--- config.mk ---
export PLATFORM = sky130hd
export DESIGN_NAME = vpu_line_sched
export DESIGN_NICKNAME = d
export VERILOG_FILES = /design/src/rtl/vpu_line_sched.sv
export SDC_FILE = /design/constraint.sdc
export NUM_CORES = 1
export LEC_CHECK = 0
export ABC_AREA = 1
export CAP_MARGIN = 15
export CELL_PAD_IN_SITES_DETAIL_PLACEMENT = 1
export CELL_PAD_IN_SITES_GLOBAL_PLACEMENT = 2
export CORE_MARGIN = 10
export CORE_UTILIZATION = 34
export DETAILED_ROUTE_END_ITERATION = 6
export PLACE_DENSITY = 0.95
export SLEW_MARGIN = 25
export SYNTH_ARGS = -nofsm -noshare
export SYNTH_HDL_FRONTEND = slang
export SYNTH_SLANG_ARGS = --single-unit
--- constraint.sdc ---
create_clock -name clk -period 3.44 [get_ports clk]
set_input_delay 0.688 -clock clk [delete_from_list [all_inputs] [get_ports clk]]
set_output_delay 0.688 -clock clk [all_outputs]
set_load 0.01 [all_outputs]
--- src/rtl/vpu_line_sched.sv ---
// Per-scanline DMA scheduler: programs the VPU cache/DMA registers on every line start
// and shares the single VPU register port between the CPU and the sequencer.
//
// state     | meaning
// ----------+---------------------------------------------------------
// S_IDLE    | port owned by the CPU, waiting for an enabled line_start
// S_W0..W1  | write cache pointer (regs 0,1) to zero
// S_W2..W3  | write DMA source address hi/lo (regs C,D) from line_addr
// S_W4      | write DMA step (reg E) = 1
// S_W5      | write DMA length (reg F) = LINE_LEN
// S_WAIT_UP | waiting for vpu_hold to rise, bounded by HOLD_TIMEOUT
// S_WAIT_DN | waiting for vpu_hold to fall
// S_DONE    | advance line_addr by STRIDE, or reload BASE after a frame start
module vpu_line_sched #(
    parameter int LINE_LEN     = 40,
    parameter int DEF_STRIDE   = 40,
    parameter int HOLD_TIMEOUT = 255
) (
    input  logic       clk,
    input  logic       rst,
    input  logic       line_start,
    input  logic       frame_start,
    input  logic       cpu_cs,
    input  logic       cpu_rw,
    input  logic [3:0] cpu_ad,
    input  logic [7:0] cpu_di,
    output logic       cpu_wait,
    input  logic       cfg_cs,
    input  logic       cfg_rw,
    input  logic [1:0] cfg_ad,
    input  logic [7:0] cfg_di,
    output logic [7:0] cfg_do,
    output logic       vpu_cs,
    output logic       vpu_rw,
    output logic [3:0] vpu_ad,
    output logic [7:0] vpu_di,
    input  logic       vpu_hold
);

    localparam int CW = (HOLD_TIMEOUT < 1) ? 1 : $clog2(HOLD_TIMEOUT + 1);
    localparam logic [CW-1:0] TMO_LOAD = CW'(HOLD_TIMEOUT - 1);
    localparam logic [7:0] LEN8 = 8'(LINE_LEN);

    typedef enum logic [3:0] {
        S_IDLE, S_W0, S_W1, S_W2, S_W3, S_W4, S_W5, S_WAIT_UP, S_WAIT_DN, S_DONE
    } state_t;

    state_t        state, state_nxt;
    logic [15:0]   base, line_addr;
    logic [7:0]    stride;
    logic          en, ovr, tmo, frame_pend;
    logic [CW-1:0] cnt;
    logic          idle, ls_accept, ls_over, tmo_set, ctrl_rd, cfg_wr;
    logic          fsm_cs;
    logic [3:0]    fsm_ad;
    logic [7:0]    fsm_di;
    logic [7:0]    cfg_rd_data;

    assign idle      = (state == S_IDLE);
    assign ls_accept = line_start && en && idle;
    assign ls_over   = line_start && en && !idle;
    assign cfg_wr    = cfg_cs && !cfg_rw;
    assign ctrl_rd   = cfg_cs && cfg_rw && (cfg_ad == 2'd3);
    assign tmo_set   = (state == S_WAIT_UP) && !vpu_hold && (cnt == '0);

    always_ff @(posedge clk or negedge rst) begin
        if (!rst) state <= S_IDLE;
        else      state <= state_nxt;
    end

    always_comb begin
        state_nxt = state;
        fsm_cs    = 1'b1;
        fsm_ad    = 4'h0;
        fsm_di    = 8'h00;
        case (state)
            S_IDLE: begin
                fsm_cs = 1'b0;
                if (ls_accept) state_nxt = S_W0;
            end
            S_W0: state_nxt = S_W1;
            S_W1: begin
                fsm_ad    = 4'h1;
                state_nxt = S_W2;
            end
            S_W2: begin
                fsm_ad    = 4'hC;
                fsm_di    = line_addr[15:8];
                state_nxt = S_W3;
            end
            S_W3: begin
                fsm_ad    = 4'hD;
                fsm_di    = line_addr[7:0];
                state_nxt = S_W4;
            end
            S_W4: begin
                fsm_ad    = 4'hE;
                fsm_di    = 8'h01;
                state_nxt = S_W5;
            end
            S_W5: begin
                fsm_ad    = 4'hF;
                fsm_di    = LEN8;
                state_nxt = (LINE_LEN == 0) ? S_DONE : S_WAIT_UP;
            end
            S_WAIT_UP: begin
                fsm_cs = 1'b0;
                if (vpu_hold)        state_nxt = S_WAIT_DN;
                else if (cnt == '0)  state_nxt = S_DONE;
            end
            S_WAIT_DN: begin
                fsm_cs = 1'b0;
                if (!vpu_hold) state_nxt = S_DONE;
            end
            S_DONE: begin
                fsm_cs    = 1'b0;
                state_nxt = S_IDLE;
            end
            default: begin
                fsm_cs    = 1'b0;
                state_nxt = S_IDLE;
            end
        endcase
    end

    // The CPU owns the port only while the sequencer is idle.
    always_comb begin
        if (idle) begin
            vpu_cs   = cpu_cs;
            vpu_rw   = cpu_rw;
            vpu_ad   = cpu_ad;
            vpu_di   = cpu_di;
            cpu_wait = 1'b0;
        end else begin
            vpu_cs   = fsm_cs;
            vpu_rw   = !fsm_cs;
            vpu_ad   = fsm_ad;
            vpu_di   = fsm_di;
            cpu_wait = cpu_cs;
        end
    end

    always_ff @(posedge clk or negedge rst) begin
        if (!rst)                                cnt <= '0;
        else if (state == S_W5)                  cnt <= TMO_LOAD;
        else if (state == S_WAIT_UP && cnt != '0) cnt <= cnt - CW'(1);
    end

    // A frame start seen mid-sequence is deferred to DONE so the running line keeps its address.
    always_ff @(posedge clk or negedge rst) begin
        if (!rst) begin
            line_addr  <= 16'h0000;
            frame_pend <= 1'b0;
        end else if (state == S_DONE) begin
            line_addr  <= (frame_pend || frame_start) ? base : line_addr + {8'h00, stride};
            frame_pend <= 1'b0;
        end else if (frame_start) begin
            if (idle) line_addr  <= base;
            else      frame_pend <= 1'b1;
        end
    end

    always_ff @(posedge clk or negedge rst) begin
        if (!rst) begin
            base   <= 16'h0000;
            stride <= 8'(DEF_STRIDE);
            en     <= 1'b0;
        end else if (cfg_wr) begin
            case (cfg_ad)
                2'd0: base[15:8] <= cfg_di;
                2'd1: base[7:0]  <= cfg_di;
                2'd2: stride     <= cfg_di;
                2'd3: en         <= cfg_di[7];
                default: ;
            endcase
        end
    end

    // Sticky flags: a set in the same cycle as a CTRL read survives the read-clear.
    always_ff @(posedge clk or negedge rst) begin
        if (!rst) begin
            ovr <= 1'b0;
            tmo <= 1'b0;
        end else begin
            ovr <= ls_over | (ovr & !ctrl_rd);
            tmo <= tmo_set | (tmo & !ctrl_rd);
        end
    end

    always_comb begin
        cfg_rd_data = 8'h00;
        case (cfg_ad)
            2'd0: cfg_rd_data = base[15:8];
            2'd1: cfg_rd_data = base[7:0];
            2'd2: cfg_rd_data = stride;
            2'd3: cfg_rd_data = {en, !idle, ovr, tmo, 4'b0000};
            default: cfg_rd_data = 8'h00;
        endcase
    end

    always_ff @(posedge clk or negedge rst) begin
        if (!rst)                 cfg_do <= 8'h00;
        else if (cfg_cs && cfg_rw) cfg_do <= cfg_rd_data;
    end

endmodule

## Word-level counts from Yosys, hierarchy flattened

Index checks and enable logic that the tools add are counted.

- Logic and storage cells: 86
- Flip-flop bits (word level): 64

- Bitwise operators: 4
- Multiplexer cells: 23
- Add/sub/neg operators: 2
- Reduce and logical (&&, ||, !) cells: 30
- Eq/ne operators: 16

Operators by type and width:

| kind | number |
|---|---|
| two-way mux 16 bit | 4 |
| case mux 8 bit (4 select lines) | 2 |
| case mux 4 bit (9 select lines) | 1 |
| two-way mux 8 bit | 3 |
| two-way mux 4 bit | 5 |
| case mux 4 bit (5 select lines) | 1 |
| adder 16 x 8 -> 16 bit | 1 |
| == test 4 x 3 -> 1 bit, second input constant | 4 |
| AND reduction 2 bit | 6 |
| logical AND 1 bit | 9 |
| == test 4 x 2 -> 1 bit, second input constant | 2 |
| == test 4 bit, second input constant | 2 |
| zero test 8 bit | 1 |
| nonzero test 8 bit | 1 |
| subtractor 8 x 1 -> 8 bit, second input constant | 1 |
| two-way mux 1 bit | 7 |
| nonzero test 2 bit | 3 |
| OR reduction 6 bit | 1 |
| zero test 1 bit | 5 |
| == test 2 bit, second input constant | 2 |
| == test 4 x 1 -> 1 bit, second input constant | 1 |
| zero test 4 bit | 1 |
| inequality test 2 x 1 -> 1 bit, second input constant | 2 |
| inequality test 3 x 2 -> 1 bit, second input constant | 1 |
| other kinds (7) | 9 |

## Depth between registers and ports, before layout

Gate-level depths: netlist (run 1).

- Depth after elaboration: 5
- Mapped depth: 12
- Depth with buffers taken out: 12

## Worst setup path after synthesis (run 1)

OpenSTA, ideal clock, no wires.

- Path kind: register -> output
- Start: reg state[0]
- End: out vpu_ad[1]
- Data required time: 2752 ps
- Path buffers: 1
- Cell stages (with the launch flop): 7
- Arrival: 1182 ps
- Setup slack: 1570 ps
- Path through: dfrtp_1 nor2_2 nand3_2 clkinv_2 buf_2 nand2_1 o21ai_0

- Word-level cells in the longest chain between the ends: 3

Ends and longest elaborated chain:

| what | RTL line | RTL |
|---|---|---|
| start: declaration | 48 | `state_t state, state_nxt;` |
| start signal: assignment | 68 | `else state <= state_nxt;` |
| == test 4 x 3 -> 1 bit or == test 4 x 2 -> 1 bit (tied branches) | 76 | `case (state)` |
| case mux 4 bit (5 select lines) | 76 |  |
| two-way mux 4 bit (*) | 128 | `if (idle) begin` |
| end: declaration | 35 | `output logic [3:0] vpu_ad,` |

Mark *: on every way between the ends. The rest lies on a longest branch, timed or not.

## Worst setup path in the final report (run 1)

- Start: reg state[3]
- End: out vpu_di[2]

- Word-level cells in the longest chain between the ends: 3

Ends and longest elaborated chain:

| what | RTL line | RTL |
|---|---|---|
| == test 4 x 3 -> 1 bit or == test 4 x 2 -> 1 bit (tied branches) | 76 |  |
| case mux 8 bit (4 select lines) | 76 |  |
| two-way mux 8 bit (*) | 128 |  |
| end: declaration | 36 | `output logic [7:0] vpu_di,` |

Marks and branches as above.

==> run summary, run 1 <==
* **post-synth top area share** 40.00%
* **slack of the worst reg-to-reg path** 1.21 ns
* **maximum fanout encountered on the critical timing path** 9
* **area of the die** 0.01608 sq mm
* **cell breakdown of the critical path** inv_1, nand2_1, nor2_1, clkinv_1, o221ai_1, clkdlybuf4s50_1
* **Crit Reg-Reg Startpoint** state[1]
* **type of the worst min-delay path** input pin to asynchronous set/reset pin
* **number of H-tree levels** 3
* **Critical Path Start Type** register
* **worst reg2reg path endpoint** line_addr[8]
* **initial antenna violation count** 0
* **n_diodes** 0
* **final standard cell count with taps included and fillers excluded** 733
* **pin count of the biggest net entering global routing** 34
* **Avg Inst Size Synth** 7.264 sq um
* **number of fill cells** 1375
* **library cell with the largest summed area after synthesis** dfrtp_1
* **buffer levels on the longest clock path** 2
* **final clock skew** 0.006540 ns
* **number of setup violations in the final report** 0
* **share of flip-flops with an asynchronous set or reset after synthesis** 100.0%
* **leakage power** 2.342 nW
* **Placement Rows** 38
* **routed wire length** 12380 microns
* **CTS tree** yes
* **final-report hold violation count** 0
* **Tmin final** 3.024 ns
* **relative max-transition margin** 64.18%
* **Internal Pwr Total** 2.304 mW
* **most instantiated flip-flop cell in the synthesis netlist** dfrtp_1
* **dominant delay contributor by cell family on the critical path** buffers and inverters
* **# nets final** 631
* **CP startpoint** state[3]
* **Pwr per Cell Area** 805.6 mW/mm^2
* **result of the run** finished, final reports clean
* **final slew viol count** 0
* **routed length per placed instance** 16.89 microns
* **synthesized instance count** 534
* **master of the slowest instance on the critical path** clkdlybuf4s50_1
* **number of enable flip-flop cells after synthesis** 0
* **unrepaired setup endpoints after global routing** no
* **data required time of the worst path** 2.75 ns
* **share of power burned in registers** 31.8%
* **sequential-to-total area share from yosys stat** 41.35%
* **worst IR drop on VDD** 0.0002637 V
* **total overflow reported by the global router** 0
* **critical setup path kind** register to primary output
* **type of element capturing the critical path** primary output
* **clock root buffer** clkbuf_16
* **number of vias per cell** 5.109
* **combinational group share of total power** 43.5%
* **Reg2Reg Depth** 8
* **Total GRT Usage** 15.60%
* **initial cell density of the core** 35.32%
* **number of CTS-inserted buffers** 9
* **maximum capacitance violations** 0
* **switching share of power** 40.56%
* **pin slew with the least headroom to its limit** 0.5360 ns
* **depth of the critical timing path with buffers and inverters included** 6
* **Clock Latency Late Sink** 0.33 ns
* **Post-Synthesis Cell Area** 0.003879 sq mm
* **worst path bufs/invs** 3
* **Synth Warn #** 0
* **cell total after placement** 718
* **number of detailed-route iterations in the first pass** 4
* **1st-iter DRT viols** 137
* **die width** 126.8 microns
* **flip-flop and latch count after synthesis** 64
* **CP Data Arrival Time** 2.34 ns
* **leading post-synthesis cells by cell area** dfrtp_1, nand2_1, inv_1
* **net load switching power** 1.572 mW
* **Synth Net Count** 576
* **Routed Antenna Nets** 0
* **area growth from synthesis to layout** 24.06%
* **leading cell types in the layout, fill and taps excluded** nand2_1, inv_1, dfrtp_1
* **Achievable Freq** 330.7 MHz
* **final weighted congestion in routability-driven placement** 0.8705
* **Core Box Area** 0.01098 sq mm
* **most frequent standard cell in the layout excluding fill and tap cells** nand2_1
* **count of buffers from port buffering** 53
* **first-pass GRT wire length** 20630 microns
* **setup TNS after final layout** 0 ns
* **CTS hold repair buffers** 0
* **number of distinct library cells after synthesis** 43
* **final critical-path share of the clock period** 87.91%
* **DP HPWL** 9537 microns
* **via total after detailed routing** 3745
* **Die Y-Extent** 126.8 microns
* **share of cells above drive strength 1** 6.914%
* **clk sink count** 64
* **stage delay of the slowest cell on the critical path** 0.60 ns
* **part of the total power dissipated in the clock network** 24.7%
* **number of resized instances in the post-cts repair step** 0
* **number of global-route vias before repair** 3986
* **I/O pin count** 54
* **remaining design rule violation count** 0
* **clock-pin transition on the worst setup and hold timing paths** 0.05 ns
* **number of buffers added for setup after CTS** 0
## flip-flops by register name, indices dropped and copies added (netlist names), 4 cells and up
register / count
stride: 8
base: 16
state: 4
cfg_do: 8
cnt: 8
line_addr: 16
## final cells by class
type	instances	area [sq um]	share of cell area (%)
clock buffers	11	232.7	4.836
repair buffers	55	540.5	11.23
inverters	70	265.3	5.512
well taps	140	175.2	3.640
flip-flops and latches	64	1604	33.33
clock inverters	4	70.07	1.456
multi-input cells	389	1924	39.99
## metrics by stage
stage / cell area (sq um) / power [mW] / hold slack [ns] / setup slack (ns) / utilization, %
floorplan: 3879 / 2.217 / 0.3924 / 1.570 / -
global placement: 4509 / 2.839 / 0.4819 / 0.8287 / 41.06
detailed placement: 4509 / 2.922 / 0.4973 / 0.7404 / 41.06
CTS: 4812 / 3.922 / 0.2921 / 0.3637 / 43.81
global route: 4812 / 4.180 / 0.3072 / 0.2038 / 43.81
finish: 4812 / 3.877 / 0.2839 / 0.4160 / 43.81
## logic make-up after synthesis
group,synth area share [%]
simple gates,29.45
compound gates,15.29
buf+inv,9.032
flops,41.35
xor+xnor,1.129
fa+ha+maj,3.742
## metal layers
layer	part of all wire (%)	GRT usage, %	up-vias
met5	0	0	-
met4	1.9	5.559	0
met3	2.5	2.624	17
met2	50	27.04	46
met1	46	18.96	1846
li1	-	-	1836
## worst reg2reg max path, stage by stage (launching register included)
cell and delay [ns]:
dfrtp_1 0.45, nor2_2 0.24, nand3_2 0.21, clkinv_2 0.26, nand2_1 0.11, nand2_2 0.39
o21ai_0 0.24, nand2_1 0.10, o21ai_0 0.10
## synthesized netlist by cell type, drive strengths merged, types with 6 or more instances
master	instances
dfrtp	62
inv	66
nor3	6
a31oi	6
buf	8
ha	10
nor2	41
nand3	31
nand2	188
o21ai	56
o211ai	7
a21oi	12
## worst max-delay path by stage
| stage | endpoint |
|---|---|
| finish | vpu_di[2] |
| global route | vpu_di[6] |
| CTS | vpu_di[2] |
| detailed placement | vpu_di[2] |
| global placement | vpu_di[6] |
| floorplan | vpu_ad[1] |
## power by group through the flow
stage          Sequential [mW]  Clock, mW  Combinational (mW)
2_1_floorplan             1.16          0                1.06
5_1_grt                   1.27       1.01                1.91
6_report                  1.23      0.957                1.69
4_1_cts                   1.23      0.970                1.72
3_5_place_dp              1.24          0                1.68
3_3_place_gp              1.22          0                1.62
Power figures use the tool's default switching activity.
==> run 2: changes to the inputs <==
- CTS_CLUSTER_SIZE: unset -> 24
==> results of run 2 <==
Final layout, timing and power as in run 1 (identical DEF).
